$ cat src/rtl/serial_sync_tx.sv
// serial_sync_tx: serial frame transmitter (sync word, payload MSB-first, optional even parity, idle gap)
// clk, rst (async, active-high) | in_valid, in_data, in_ready: payload handshake
// tx_bit, tx_en: serial bit and frame-bit qualifier | busy: frame or gap | frame_done: pulse on return to IDLE
module serial_sync_tx #(
  parameter int DATA_W = 8,
  parameter int SYNC_W = 4,
  parameter logic [SYNC_W-1:0] SYNC = 4'b1010,
  parameter int PARITY_EN = 1,
  parameter int GAP_W = 2
) (
  input  logic              clk,
  input  logic              rst,
  input  logic              in_valid,
  input  logic [DATA_W-1:0] in_data,
  output logic              in_ready,
  output logic              tx_bit,
  output logic              tx_en,
  output logic              busy,
  output logic              frame_done
);
  localparam int L = SYNC_W + DATA_W + 1;
  localparam int MX = SYNC_W > DATA_W ? (SYNC_W > GAP_W ? SYNC_W : GAP_W)
                                      : (DATA_W > GAP_W ? DATA_W : GAP_W);
  localparam int CW = MX > 1 ? $clog2(MX) : 1;
  localparam logic [CW-1:0] SL = CW'(SYNC_W - 1);
  localparam logic [CW-1:0] DL = CW'(DATA_W - 1);
  localparam logic [CW-1:0] GL = CW'(GAP_W > 0 ? GAP_W - 1 : 0);
  typedef enum logic [2:0] {IDLE, SYNC_S, DATA_S, PAR_S, GAP_S} state_t;
  state_t state;
  logic [CW-1:0] cnt;
  logic [L-1:0] sr, frame;
  logic fin;
  // Whole frame lives in one shift register; the parity slot simply never leaves when parity is off.
  assign frame = {SYNC, in_data, ^in_data};
  always_comb fin = state == PAR_S || (state == DATA_S && cnt == DL && PARITY_EN == 0);
  always_ff @(posedge clk or posedge rst) begin
    if (rst) begin
      state      <= IDLE;
      cnt        <= '0;
      sr         <= '0;
      tx_bit     <= 1'b0;
      tx_en      <= 1'b0;
      busy       <= 1'b0;
      frame_done <= 1'b0;
      in_ready   <= 1'b1;
    end else begin
      frame_done <= 1'b0;
      tx_bit     <= sr[L-1];
      sr         <= sr << 1;
      cnt        <= cnt + 1'b1;
      case (state)
        IDLE: begin
          cnt    <= '0;
          tx_bit <= in_valid & frame[L-1];
          if (in_valid) begin
            state    <= SYNC_S;
            sr       <= frame << 1;
            tx_en    <= 1'b1;
            busy     <= 1'b1;
            in_ready <= 1'b0;
          end
        end
        SYNC_S: if (cnt == SL) begin
          state <= DATA_S;
          cnt   <= '0;
        end
        DATA_S: if (cnt == DL) begin
          state <= PAR_S;
          cnt   <= '0;
        end
        PAR_S: ;
        GAP_S: begin
          tx_bit <= 1'b0;
          if (cnt == GL) begin
            state      <= IDLE;
            cnt        <= '0;
            busy       <= 1'b0;
            in_ready   <= 1'b1;
            frame_done <= 1'b1;
          end
        end
        default: begin
          state    <= IDLE;
          cnt      <= '0;
          sr       <= '0;
          tx_bit   <= 1'b0;
          tx_en    <= 1'b0;
          busy     <= 1'b0;
          in_ready <= 1'b1;
        end
      endcase
      // Last frame bit: drop into the gap, or straight to IDLE when there is none.
      if (fin) begin
        cnt        <= '0;
        tx_bit     <= 1'b0;
        tx_en      <= 1'b0;
        state      <= GAP_W > 0 ? GAP_S : IDLE;
        busy       <= GAP_W > 0;
        in_ready   <= GAP_W == 0;
        frame_done <= GAP_W == 0;
      end
    end
  end
endmodule

$ cat config.mk
export PLATFORM = sky130hd
export DESIGN_NAME = serial_sync_tx
export DESIGN_NICKNAME = d
export VERILOG_FILES = /design/src/rtl/serial_sync_tx.sv
export SDC_FILE = /design/constraint.sdc
export NUM_CORES = 1
export LEC_CHECK = 0
export CELL_PAD_IN_SITES_DETAIL_PLACEMENT = 1
export CELL_PAD_IN_SITES_GLOBAL_PLACEMENT = 1
export CORE_MARGIN = 2
export CORE_UTILIZATION = 40
export DETAILED_ROUTE_END_ITERATION = 16
export PLACE_DENSITY_LB_ADDON = 0.08
export RECOVER_POWER = 50
export REMOVE_ABC_BUFFERS = 1
export SYNTH_ARGS = -nofsm -noshare
export SYNTH_HDL_FRONTEND = slang
export SYNTH_SLANG_ARGS = --single-unit
$ cat constraint.sdc
create_clock -name clk -period 1.46 [get_ports clk]
set_input_delay 0.292 -clock clk [delete_from_list [all_inputs] [get_ports clk]]
set_output_delay 0.292 -clock clk [all_outputs]
set_load 0.005 [all_outputs]
# Word level (Yosys, flattened, before mapping)
# Index checks and enable logic that the tools add are counted.
# W data, S select, Z words.
[totals]
register_bits = 24
in_bits = 11
output_inout_bits = 5
elab_cells = 58
[classes]
add_sub_neg = 1
n_eq_ne = 13
mux = 28
reduce_logical = 8
[op_table]
columns = ["operator", "n"]
rows = [
  ["$mux W3", 9],
  ["$pmux W13 S2", 1],
  ["$mux W13", 1],
  ["$pmux W3 S4", 1],
  ["$mux W1", 11],
  ["$eq A3 B2 Y1 const B", 3],
  ["$ne A3 B3 Y1 const B", 3],
  ["$pmux W3 S3", 1],
  ["$reduce_xor A8 Y1", 1],
  ["$eq A3 B1 Y1 const B", 2],
  ["$eq A3 B3 Y1 const B", 2],
  ["$pmux W1 S3", 2],
  ["$ne A2 B1 Y1 const B", 2],
  ["$pmux W1 S2", 2],
  ["$reduce_and A4 Y1", 1],
  ["$reduce_or A4 Y1", 1],
  ["$add A3 B1 Y3 const B", 1],
  ["$logic_not A3 Y1", 1],
  ["$ne A3 B2 Y1 const B", 1],
  ["$reduce_and A3 Y1", 1],
  ["$reduce_or A3 Y1", 1],
  ["$reduce_and A2 Y1", 1],
  ["$reduce_or A2 Y1", 1],
]

# Logic depth before layout (Yosys ltp)
[depth]
ltp_word = 4
depth_mapped = 6
mapped_depth_nobuf = 6

# Worst setup path after synthesis
# Ideal clock, no wire load.
[synth_timing]
path_type = "register to register"
from = "register state[1]"
to = "register sr[2]"
setup_ps = 124
arrival_time_ps = 1126
required_time_ps = 1336
slack_ps = 210
path_stages_with_launch = 6
n_path_buf = 1
synth_period_minus_slack_ps = 1250
path_cell_list = "dfrtp_1 > nand2b_4 > or3_1 > buf_2 > nand2_1 > a21oi_1"
[synth_via]
elab_chain_len = 3
word_cells_on_any_way = 7
classes_between = "4 x eq/ne; 1 x mux; 2 x reduce/logical"
[synth_rtl]
columns = ["element", "line_no", "text"]
rows = [
  ["start, declared", "29", "state_t state;"],
  ["start signal, assigned", "97", "state <= GAP_W > 0 ? GAP_S : IDLE;"],
  ["$eq A3 B2 Y1, or another cell as far along", "51", "case (state)"],
  ["$reduce_or A4 Y1 (no source line)", "-", ""],
  ["$pmux W13 S2 (*)", "51", ""],
  ["end signal, assigned", "49", "sr <= sr << 1;"],
  ["end signal, assigned", "57", "sr <= frame << 1;"],
  ["end, declared", "31", "logic [L-1:0] sr, frame;"],
]
# Mark *: on every way between the ends. The rest lies on a longest branch, timed or not.
# A chain may end at the register's enable or synchronous reset.

# Worst setup path after layout
[layout_timing]
from = "register in_ready"
to = "output port in_ready"
[layout_lines]
columns = ["element", "line_no", "text"]
rows = [
  ["start, declared", "15", "output logic in_ready,"],
  ["start signal, assigned", "45", "in_ready <= 1'b1;"],
  ["start signal, assigned", "60", "in_ready <= 1'b0;"],
  ["start signal, assigned", "78", "in_ready <= 1'b1;"],
]
# No word-level cell between the ends.

==> key figures <==
Routing
  – Vias: 879
  – Number of DRC markers in iteration 0: 6
  – DRT Pass-1 Iters: 4
  – Remaining DRCs: 0
  – Number of vias per cell: 4.94
  – Uppermost layer routed: met3
  – Routed wire length on met3: 61 um
  – Detailed route wirelength on metal2: 1.11 mm
  – Post-detailed-routing wire length: 2.35 mm
  – DR WL/cell: 13.2 um
  – Total routed wire length on the met1 layer: 1.18 mm
  – Detail Route Antenna Nets: 0

Placement
  – Placed instance area: 1360 um^2
  – Total instance count after detailed placement: 172
  – Gp weighted congestion: 0.769
  – Port Buffers: 15
  – Hpwl dp: 1.80 mm

Yosys
  – Mapped cell area: 1140 um^2
  – Number of different library cells in the post-synthesis netlist: 29
  – YS warnings: 0
  – Average footprint of a synthesized cell: 9.23 um^2
  – Register bit count reported by yosys: 23
  – Seq/Total Area, Yosys: 50.4%
  – Number of cells produced by synthesis: 124

Cells and area
  – Number of cells in the finished layout apart from fillers: 178
  – Share of post-route cells with drive strength above 1: 12.2%
  – Utilization of the core after routing: 51.3%
  – Number of nets in the finished design: 164
  – Synth-to-Final Area Change: 22.4%
  – Final cell area excluding filler cells: 1400 um^2
  – Most frequent cells in the layout: 23 x sky130_fd_sc_hd__nand2_1, 22 x sky130_fd_sc_hd__dfrtp_1, 16 x sky130_fd_sc_hd__nor2_1, 16 x sky130_fd_sc_hd__a21oi_1
  – Diodes inserted: 0
  – Number of inserted filler cells in the final layout: 320
  – Most frequent standard cell in the layout excluding fill and tap cells: sky130_fd_sc_hd__nand2_1

Global route
  – Overall Global Routing Usage: 16.9%
  – Initial antenna violation count: 0
  – Maximum number of pins on one net before global-route repair: 24
  – Global-route congestion overflow total: 0
  – Via count of the first global-routing pass: 1010
  – First-pass GRT wire length: 4.40 mm

STA
  – Slew headroom: 61.5%
  – Min Clock Period, post-route: 1.38 ns
  – Setup Viol. Count Final: 0
  – Number of max-slew violations in the final report: 0
  – Setup repair after global routing missed its margin: no
  – Highest Clock Rate: 723 MHz
  – Final worst-path cycle share: 94.7%
  – Final-layout worst hold slack: 0.498 ns
  – Final-report hold violation count: 0
  – Worst setup skew after layout: 0.00556 ns
  – Tightest Pin Transition: 0.578 ns

Die
  – Number of placement rows: 19
  – Floorplan core area: 2730 um^2
  – Overall die area: 3310 um^2
  – Die height: 57.5 um
  – Number of ports placed on the die boundary: 16
  – Effective utilization at floorplan: 41.9%
  – Overall die width: 57.5 um

Clock tree
  – Clock-pin slew reported for the worst setup and hold paths after clock tree synthesis: 0.13 ns
  – CTS tree: done
  – Clk buf depth: 2
  – Inserted Clock Buffers: 3
  – Clock sink total: 23
  – Clock Latency Late Sink: 0.30 ns
  – CTS H-tree depth: 1
  – Clock root cell: sky130_fd_sc_hd__clkbuf_4

Critical path
  – Critical path's largest stage delay: 0.55 ns
  – Arrival @ worst endpoint: 1.09 ns
  – Critical-path cell list: dlygate4sd2_1
  – Slowest library cell on the worst path: sky130_fd_sc_hd__dfstp_2
  – Worst r2r src: state[0]
  – R2R Path End: cnt[0]
  – Element type at the critical path start: flop
  – Kind of cell with the highest combined delay on the critical path: flip-flops
  – Worst R2R Setup Slack: 0.09 ns
  – Startpoint-to-endpoint class of the critical path: reg2out
  – Endpoint kind of the worst setup timing path: output pin
  – Source of the critical timing path: in_ready
  – R2r worst-path depth: 5
  – Critical Path Stages: 1
  – Endpoint of the worst setup timing path: in_ready
  – CP max FO: 2
  – Required @ worst endpoint: 1.17 ns
  – Buffering stage count on the worst path with inverters included: 1

Power and ir drop
  – Pleak: 0.666 nW
  – Maximum vdd drop: 1.11 mV
  – Pwr dens: 1750 nW/um^2
  – Post-layout power: 0.00245 W

Flow run
  – Max-Cap Viols: 0

Worst hold path
  – Worst min-delay path category: reg2reg

Run status
  – Outcome: completed
[worst min-delay path by stage]
stage               depth (start not counted)       end  slack, ns   start
global placement                            2    sr[11]       0.46  sr[10]
CTS                                         3  state[0]       0.32     rst
global route                                2    sr[11]       0.54  sr[10]
finish                                      2    sr[11]       0.50  sr[10]
detailed placement                          2    sr[11]       0.47  sr[10]
floorplan                                   1      busy       0.29     rst
[report_power, final]
part,internal [W],switching [W],leakage (nW)
combinational,0.000534,0.000598,0.359
sequential,0.000886,0.000137,0.292
clock,0.000106,0.000185,0.0150
total,0.00153,0.000920,0.666
[logic make-up after synthesis]
logic type / Yosys count / share of synthesized area (%)
AND/OR/NAND/NOR: 53 / 21.5
AO/OA/AOI/OAI: 23 / 11.6
flip-flops: 23 / 50.4
buffers and inverters: 12 / 4.70
XOR/XNOR: 7 / 5.36
adder cells (fa/ha/maj): 5 / 5.46
multiplexers: 1 / 0.984
[metal layers]
layer	vias to the layer above	track usage, %
met1	422	22.9
met4	0	2.99
met5	-	0
met3	0	2.72
met2	11	28.7
li1	446	-
[registers in the layout (all words and copies together), names as in the netlist]
name	flops
sr	12
cnt	3
state	3
busy	1
frame_done	1
in_ready	1
tx_bit	1
tx_en	1
[tightest hold or removal path, delay by kind of cell, from the launching register on]
family        cells  cell delay (ns)
flops             1             0.35
simple gates      2             0.11
[cell usage after synthesis]
library cell               count  area (um^2)
sky130_fd_sc_hd__inv_1         6         22.5
sky130_fd_sc_hd__o21ai_0       1         5.00
sky130_fd_sc_hd__and2b_1       1         7.51
sky130_fd_sc_hd__ha_1          5         62.6
sky130_fd_sc_hd__nor2b_1       3         18.8
sky130_fd_sc_hd__nor3b_1       2         15.0
sky130_fd_sc_hd__a21o_1        1         7.51
sky130_fd_sc_hd__dfrtp_1      22          551
sky130_fd_sc_hd__xor2_1        2         17.5
sky130_fd_sc_hd__clkbuf_1      1         3.75
sky130_fd_sc_hd__nor3_2        1         10.0
sky130_fd_sc_hd__or3_1         1         6.26
sky130_fd_sc_hd__o21a_1        1         7.51
sky130_fd_sc_hd__mux2_2        1         11.3
sky130_fd_sc_hd__xnor2_1       5         43.8
sky130_fd_sc_hd__nand3_1       2         10.0
sky130_fd_sc_hd__o32ai_1       1         8.76
sky130_fd_sc_hd__nor2_1       16         60.1
sky130_fd_sc_hd__a22oi_1       1         7.51
sky130_fd_sc_hd__a21oi_1      16         80.1
sky130_fd_sc_hd__nand2b_1      2         12.5
sky130_fd_sc_hd__a32oi_1       1         8.76
sky130_fd_sc_hd__buf_2         4         20.0
sky130_fd_sc_hd__o31ai_1       1         7.51
sky130_fd_sc_hd__buf_4         1         7.51
sky130_fd_sc_hd__nand2_1      23         86.3
sky130_fd_sc_hd__nand2b_4      1         13.8
sky130_fd_sc_hd__and3_1        1         6.26
sky130_fd_sc_hd__dfstp_2       1         26.3
[final cells by class]
type	count	area [um^2]	share of cell area, %
Clock buffer	4	26.3	1.88
Inverter	6	22.5	1.61
Multi-Input combinational cell	89	517	36.9
Sequential cell	23	577	41.2
Tap cell	31	38.8	2.77
Timing Repair Buffer	25	220	15.7
[repair_timing]
action | CTS | global route
hold buffers | 0 | 0
setup buffers | 2 | 0
setup endpoints to repair | 15 | 1
resized for setup | 5 | 1
[per-stage QoR]
stage	worst slack, ns	setup TNS (ns)
after floorplan	0.173	0
after global placement	-0.234	-2.22
after detailed placement	-0.280	-2.71
after CTS	0.0124	0
after global routing	0.000261	0
final	0.0777	0
No activity file was read; power rests on OpenSTA's default activity.
